[config.mk]
export PLATFORM = sky130hd
export DESIGN_NAME = muldiv_unit
export DESIGN_NICKNAME = d
export VERILOG_FILES = /design/src/rtl/muldiv_unit.sv
export SDC_FILE = /design/constraint.sdc
export NUM_CORES = 1
export LEC_CHECK = 0
export BUFFER_PORTS_ARGS = -buffer_cell sky130_fd_sc_hd__buf_4
export CORE_MARGIN = 2
export CORE_UTILIZATION = 35
export CTS_CLUSTER_DIAMETER = 50
export DETAILED_ROUTE_END_ITERATION = 8
export HOLD_SLACK_MARGIN = 0.08
export PLACE_DENSITY = 0.62
export SLEW_MARGIN = 20
export SYNTH_ARGS = -nofsm -noshare
export SYNTH_HDL_FRONTEND = slang
export SYNTH_SLANG_ARGS = --single-unit
[constraint.sdc]
create_clock -name clk -period 9.24 [get_ports clk]
set_clock_uncertainty 0.05 [all_clocks]
set_input_delay 0.462 -clock clk [delete_from_list [all_inputs] [get_ports clk]]
set_output_delay 0.462 -clock clk [all_outputs]
set_load 0.005 [all_outputs]
[src/rtl/muldiv_unit.sv]
// Iterative RV32M multiply/divide unit: shift-add multiply and restoring divide,
// one operation in flight, result presented on a one-cycle writeback strobe.
module muldiv_unit #(
  parameter int XLEN = 32
) (
  input  logic            clk,
  input  logic            reset,
  input  logic            start,
  input  logic [2:0]      funct3,
  input  logic [XLEN-1:0] rs1Val,
  input  logic [XLEN-1:0] rs2Val,
  input  logic [4:0]      rdAddr,
  output logic            busy,
  output logic            wbValid,
  output logic [4:0]      wbAddr,
  output logic [XLEN-1:0] wbData
);

  typedef enum logic [1:0] {IDLE, RUN, FIX, DONE} state_t;

  localparam logic [XLEN-1:0] SIGN_MIN = {1'b1, {(XLEN-1){1'b0}}};

  state_t          state;
  logic [4:0]      count;
  logic [2:0]      op;
  logic [4:0]      rd;
  logic            neg_q;
  logic            neg_r;
  logic [XLEN-1:0] acc_hi;
  logic [XLEN-1:0] acc_lo;
  logic [XLEN-1:0] op_b;

  logic            is_div;
  logic            a_signed;
  logic            b_signed;
  logic            a_neg;
  logic            b_neg;
  logic [XLEN-1:0] a_mag;
  logic [XLEN-1:0] b_mag;
  logic            div_by_zero;
  logic            div_ovf;
  logic            special;
  logic [XLEN-1:0] special_result;

  // Decode of the incoming request, only meaningful while IDLE with start high.
  always_comb begin
    is_div   = funct3[2];
    a_signed = 1'b0;
    b_signed = 1'b0;
    case (funct3)
      3'b000, 3'b001, 3'b100, 3'b110: begin
        a_signed = 1'b1;
        b_signed = 1'b1;
      end
      3'b010: a_signed = 1'b1;
      default: begin
        a_signed = 1'b0;
        b_signed = 1'b0;
      end
    endcase
    a_neg = a_signed & rs1Val[XLEN-1];
    b_neg = b_signed & rs2Val[XLEN-1];
    a_mag = a_neg ? (~rs1Val + 1'b1) : rs1Val;
    b_mag = b_neg ? (~rs2Val + 1'b1) : rs2Val;

    div_by_zero = is_div && (rs2Val == '0);
    div_ovf     = is_div && !funct3[0] && (rs1Val == SIGN_MIN) && (rs2Val == '1);
    special     = div_by_zero || div_ovf;

    special_result = '0;
    if (div_by_zero)
      special_result = funct3[1] ? rs1Val : '1;
    else if (div_ovf)
      special_result = funct3[1] ? '0 : SIGN_MIN;
  end

  logic [XLEN:0]   mul_add;
  logic [XLEN:0]   mul_sum;
  logic [XLEN:0]   div_trial;
  logic            div_borrow;
  logic [XLEN-1:0] iter_hi;
  logic [XLEN-1:0] iter_lo;

  // One iteration step. Multiply: acc_lo holds the multiplier and shifts out
  // toward the LSB while product bits shift in. Divide: acc_hi is the partial
  // remainder and acc_lo shifts the dividend out and quotient bits in.
  always_comb begin
    mul_add    = acc_lo[0] ? {1'b0, op_b} : '0;
    mul_sum    = {1'b0, acc_hi} + mul_add;
    div_trial  = {acc_hi, acc_lo[XLEN-1]} - {1'b0, op_b};
    div_borrow = div_trial[XLEN];
    if (op[2]) begin
      iter_hi = div_borrow ? {acc_hi[XLEN-2:0], acc_lo[XLEN-1]} : div_trial[XLEN-1:0];
      iter_lo = {acc_lo[XLEN-2:0], ~div_borrow};
    end else begin
      iter_hi = mul_sum[XLEN:1];
      iter_lo = {mul_sum[0], acc_lo[XLEN-1:1]};
    end
  end

  logic [2*XLEN-1:0] product;
  logic [2*XLEN-1:0] product_fixed;
  logic [XLEN-1:0]   quot_fixed;
  logic [XLEN-1:0]   rem_fixed;
  logic [XLEN-1:0]   fix_result;

  // Sign correction and result select for the FIX state.
  always_comb begin
    product       = {acc_hi, acc_lo};
    product_fixed = neg_q ? (~product + 1'b1) : product;
    quot_fixed    = neg_q ? (~acc_lo + 1'b1) : acc_lo;
    rem_fixed     = neg_r ? (~acc_hi + 1'b1) : acc_hi;
    case (op)
      3'b000:                 fix_result = product_fixed[XLEN-1:0];
      3'b001, 3'b010, 3'b011: fix_result = product_fixed[2*XLEN-1:XLEN];
      3'b100, 3'b101:         fix_result = quot_fixed;
      default:                fix_result = rem_fixed;
    endcase
  end

  always_ff @(posedge clk or posedge reset) begin
    if (reset) begin
      state   <= IDLE;
      count   <= '0;
      op      <= '0;
      rd      <= '0;
      neg_q   <= 1'b0;
      neg_r   <= 1'b0;
      acc_hi  <= '0;
      acc_lo  <= '0;
      op_b    <= '0;
      busy    <= 1'b0;
      wbValid <= 1'b0;
      wbAddr  <= '0;
      wbData  <= '0;
    end else begin
      wbValid <= 1'b0;
      case (state)
        IDLE: begin
          if (start) begin
            op    <= funct3;
            rd    <= rdAddr;
            neg_q <= a_neg ^ b_neg;
            neg_r <= a_neg;
            count <= '0;
            busy  <= 1'b1;
            if (special) begin
              // Divide corner cases skip iteration and write back immediately.
              state   <= DONE;
              wbValid <= 1'b1;
              wbAddr  <= rdAddr;
              wbData  <= special_result;
            end else begin
              state  <= RUN;
              acc_hi <= '0;
              acc_lo <= is_div ? a_mag : b_mag;
              op_b   <= is_div ? b_mag : a_mag;
            end
          end
        end
        RUN: begin
          acc_hi <= iter_hi;
          acc_lo <= iter_lo;
          count  <= count + 5'd1;
          if (count == 5'd31)
            state <= FIX;
        end
        FIX: begin
          wbData  <= fix_result;
          wbAddr  <= rd;
          wbValid <= 1'b1;
          state   <= DONE;
        end
        DONE: begin
          busy  <= 1'b0;
          state <= IDLE;
        end
        default: begin
          busy  <= 1'b0;
          state <= IDLE;
        end
      endcase
    end
  end

endmodule
Word-level counts from Yosys, hierarchy flattened
Index checks and enable logic that the tools add are counted.
{"block": "op_classes", "add_sub_neg": 8, "eq_ne": 19, "n_mux": 41, "n_bitwise": 10, "n_reduce_logical": 24}
{"op": "$mux W32", "count": 20}
{"op": "$pmux W32 S2", "count": 3}
{"op": "$add A32 B1 Y32 const B", "count": 4}
{"op": "$not A32 Y32", "count": 4}
{"op": "$pmux W32 S3", "count": 1}
{"op": "$add A64 B1 Y64 const B", "count": 1}
{"op": "$eq A32 B32 Y1 const B", "count": 2}
{"op": "$mux W64", "count": 1}
{"op": "$not A64 Y64", "count": 1}
{"op": "$add A32 B32 Y33", "count": 1}
{"op": "$sub A33 B32 Y33", "count": 1}
{"op": "$logic_not A32 Y1", "count": 1}
{"op": "$pmux W5 S2", "count": 2}
{"op": "$mux W5", "count": 3}
{"op": "$eq A3 B3 Y1 const B", "count": 4}
{"op": "$eq A3 B2 Y1 const B", "count": 3}
{"op": "$reduce_and A3 Y1", "count": 3}
{"op": "$ne A2 B2 Y1 const B", "count": 4}
{"op": "$pmux W2 S4", "count": 1}
{"op": "$reduce_and A2 Y1", "count": 4}
{"op": "$eq A3 B1 Y1 const B", "count": 2}
{"op": "$logic_not A3 Y1", "count": 2}
{"op": "$mux W2", "count": 3}
{"op": "$reduce_bool A2 Y1", "count": 3}
{"op": "other kinds (17)", "count": 28}
{"block": "totals", "regBits": 152, "in_bits": 75, "out_inout_bits": 39, "elab_cells": 115}

Longest topological paths before layout
{"block": "depth", "ltp_word": 9, "depth_mapped": 15, "ltp_nobuf": 14}

Worst setup path after synthesis
OpenSTA, ideal clock, no wires.
{"block": "synth_path", "path_kind": "reg2reg", "start": "register acc_lo[31]", "end": "register acc_hi[14]", "setup_time_ns": 0.133, "arrival_ns": 3.291, "t_required_ns": 9.057, "slack_ns": 5.765, "path_stages_with_launch": 14, "n_path_buf": 2, "synth_period_minus_slack_ns": 3.475, "cell_sequence": "dfrtp_1 inv_1 ha_1 fa_1 nand2b_1 a21oi_1 o21ai_0 a211o_1 nor4b_1 a311oi_1 clkbuf_1 buf_1 mux2i_1 o21ai_0"}
{"block": "synth_between", "elab_chain_cells": 4}
{"element": "from (decl)", "line_no": "30", "rtl": "logic [XLEN-1:0] acc_lo;"}
{"element": "from (signal assigned)", "line_no": "156", "rtl": "acc_lo <= is_div ? a_mag : b_mag;"}
{"element": "from (signal assigned)", "line_no": "163", "rtl": "acc_lo <= iter_lo;"}
{"element": "$sub A33 B32 Y33", "line_no": "90", "rtl": "div_trial = {acc_hi, acc_lo[XLEN-1]} - {1'b0, op_b};"}
{"element": "$mux W32", "line_no": "93", "rtl": "iter_hi = div_borrow ? {acc_hi[XLEN-2:0], acc_lo[XLEN-1]} : div_trial[XLEN-1:0];"}
{"element": "$mux W32", "line_no": "92", "rtl": "if (op[2]) begin"}
{"element": "$pmux W32 S2", "line_no": "138", "rtl": "case (state)"}
{"element": "to (signal assigned)", "line_no": "162", "rtl": "acc_hi <= iter_hi;"}
{"element": "to (decl)", "line_no": "29", "rtl": "logic [XLEN-1:0] acc_hi;"}
No other way between the ends.
A chain may end at the register's enable or synchronous reset.

Final worst setup path
{"block": "layout_path", "start": "register acc_lo[31]", "end": "register acc_hi[29]"}
Same word-level chain as after synthesis.

==> impl_metrics.ini <==
[detailed_routing]
vias = 15479
vias_per_cell = 5.81
drtPass1Iterations = 8
post_drt_wl_per_cell_um = 20.2
drt_iter0_drc = 1509
route.detailed.drc = 0
drt-total-wl_mm = 53.9
ant_nets = 0

[sta]
finalCriticalPeriod_ns = 4.21
finalSetupViolCount = 0
worst_pin_slew_ns = 1.07
grt_setup_unrepaired = false
worst_slew_margin_rel_pct = 28.8
max_freq_ghz = 0.237
final_hold_viol_count = 0
final.setup.tns_ns = 0
fin_crit_sh_pct = 45.6
slew_viol_final = 0

[finish]
final_cell_count_no_fill = 2665
diodes = 0
area_delta_synth_final_pct = 12.5
drive_gt1_share_pct = 11.4
final_util_pct = 39.8
fin_nets = 2219

[clocking]
postCtsSetupBuffers = 0
cts_tree = yes
cts.htree.levels = 4
clkTransAtPathRegs_ns = 0.08
cts.root.buffer_cell = clkbuf_16
cts_made_buffers = 17
cts_hold_buf = 0
post_cts_resized = 0
clk-insertion-delay-late_ns = 0.45
cts_buffer_depth = 2
cts_sinks = 152

[worst_setup_path]
cp.arrival_ns = 4.48
cp.required_ns = 9.50
end_kind = flip-flop
worstPathMaxFanout = 49
critPathLaunchType = flip-flop
worst-setup-path-type = flip-flop to flip-flop

[pwr]
powerDensity_nw_per_um2 = 369
leakage_nw = 7.02
peakVddDrop_mv = 0.219

[job]
maxCapViolations = 0

[status]
status = finished, final reports clean

[synthesis]
synth_edf_count = 0
synthCells = 2039
synth_nets = 2191
seq_area_frac_synth_pct = 25.1
synth.most_common_cell = nor2_1
synth_top_area_share_pct = 25.1
synth_area_leaders = dfrtp_1 (25%), xnor2_1 (7.0%), a21oi_1 (6.8%), o21ai_0 (6.8%), ha_1 (6.2%)
synth-main-ff-cell = dfrtp_1
ys_types = 76
synth_top_area_cell = dfrtp_1
ys_async_sr_fraction_pct = 100
synth_common_cells = nor2_1 (250), a21oi_1 (206), o21ai_0 (205)
netlist_area_sq_um = 15200
synth-warning-count = 0
syn-mean-instance-area_sq_um = 7.45
synth-seq-cells = 152

[floorplanning]
die_w_um = 212
rows = 76
num_io_pins = 114
dieArea_sq_um = 45100
die_y_um = 212
core_area_sq_um = 43000
initial_core_util_pct = 35.3

[placed_design]
placed_cells = 2633
place_congestion = 0.970
port_buffers = 113
dp_hpwl_mm = 41.4

[global_routing]
grt_pass1_vias = 14395
antenna_found_initial = 0
gr-total-overflow = 0
grt.total_usage_pct = 23.9
grt_max_degree = 112
grt_pass1_wl_mm = 83.9

[min_path]
hold_class = input port to asynchronous set/reset pin
## cell usage in the layout (no fill, tap or decap), drive strengths merged, types with 13 or more instances in the layout
cell	Yosys	layout
or4	22	22
clkbuf	106	17
or3	28	28
nand3	28	28
mux2	36	36
o22ai	13	13
a21oi	206	206
nand2	184	184
nor3	34	34
o21a	13	13
xor2	71	71
a31oi	37	37
o31ai	30	30
nor2	250	250
nand2b	19	19
ha	75	75
dfrtp	152	152
buf	20	135
a21o	25	25
o21ai	217	217
o211ai	15	15
mux2i	34	34
a211oi	42	42
a22oi	22	22
xnor2	121	121
inv	80	89
## state kept, by name, summed over array words and instances, names as in the netlist
| signal | cells |
|---|---|
| acc_hi | 32 |
| acc_lo | 32 |
| op_b | 32 |
| wbData | 32 |
| count | 5 |
| rd | 5 |
| wbAddr | 5 |
| op | 3 |
| state | 2 |
| busy | 1 |
| neg_q | 1 |
| neg_r | 1 |
| wbValid | 1 |
## layer usage
metal  up-vias  share of wire [%]  global-route usage (%)
met5         -                  0                       0
met4         0                3.0                    8.20
met3        79                7.3                    2.92
met2       651                 44                    37.5
met1      7360                 46                    34.0
li1       7389                  -                       -
## worst paths after layout
kind / slack [ns] / startpoint / depth (start not counted) / endpoint
worst min-delay path: 0.17 / reset / 2 / acc_hi[1]
max in group asynchronous: 7.60 / reset / 3 / wbData[26]
min in group clk: 0.21 / rdAddr[2] / 2 / rd[2]
worst max-delay path: 5.03 / acc_lo[31] / 13 / acc_hi[29]
worst min register to register: 0.43 / busy / 2 / busy
worst max register to register: 5.03 / acc_lo[31] / 13 / acc_hi[29]
## final cells by class
type,count,area [sq um]
well taps,585,732
fillers,4515,25900
clock buffers,17,425
inverters,83,317
repair buffers,135,1010
multi-input cells,1678,10600
clock inverters,15,158
flip-flops and latches,152,3810
## power breakdown
group	internal (mW)	switching, mW	leakage [nW]
Combinational	1.66	2.51	4.88
Clock	0.383	0.341	0.280
Sequential	0.968	0.442	1.87
## worst max-delay path, cell delays in order, from the launching register on
cell,delay [ns]
dfrtp_1,0.41
inv_1,0.10
ha_1,0.24
fa_1,0.41
nand2b_1,0.21
a21oi_1,0.24
o21ai_0,0.32
a211o_1,0.39
nor4b_1,0.19
a311oi_4,0.22
buf_4,0.57
o21ai_0,0.17
a2111oi_0,0.40
o21ai_0,0.15
## cell families (layout without fill, tap and decap cells)
group,Yosys count,after routing,synth area share (%)
compound gates,699,699,28.0
xor+xnor,192,192,11.1
fa+ha+maj,77,77,6.44
buf+inv,209,250,5.22
flops,152,152,25.1
mux,70,70,4.91
simple gates,640,640,19.3
## stage by stage
step                hold WS, ns  power (mW)  cell area [sq um]  worst slack [ns]
floorplan                 0.400        4.26              15200              4.63
global placement          0.412        5.42              16500              4.97
detailed placement        0.421        5.48              16500              4.91
CTS                       0.198        6.24              17100              5.05
global route              0.203        6.80              17100              4.75
finish                    0.173        6.31              17100              5.03
(Power assumes the default switching activity.)
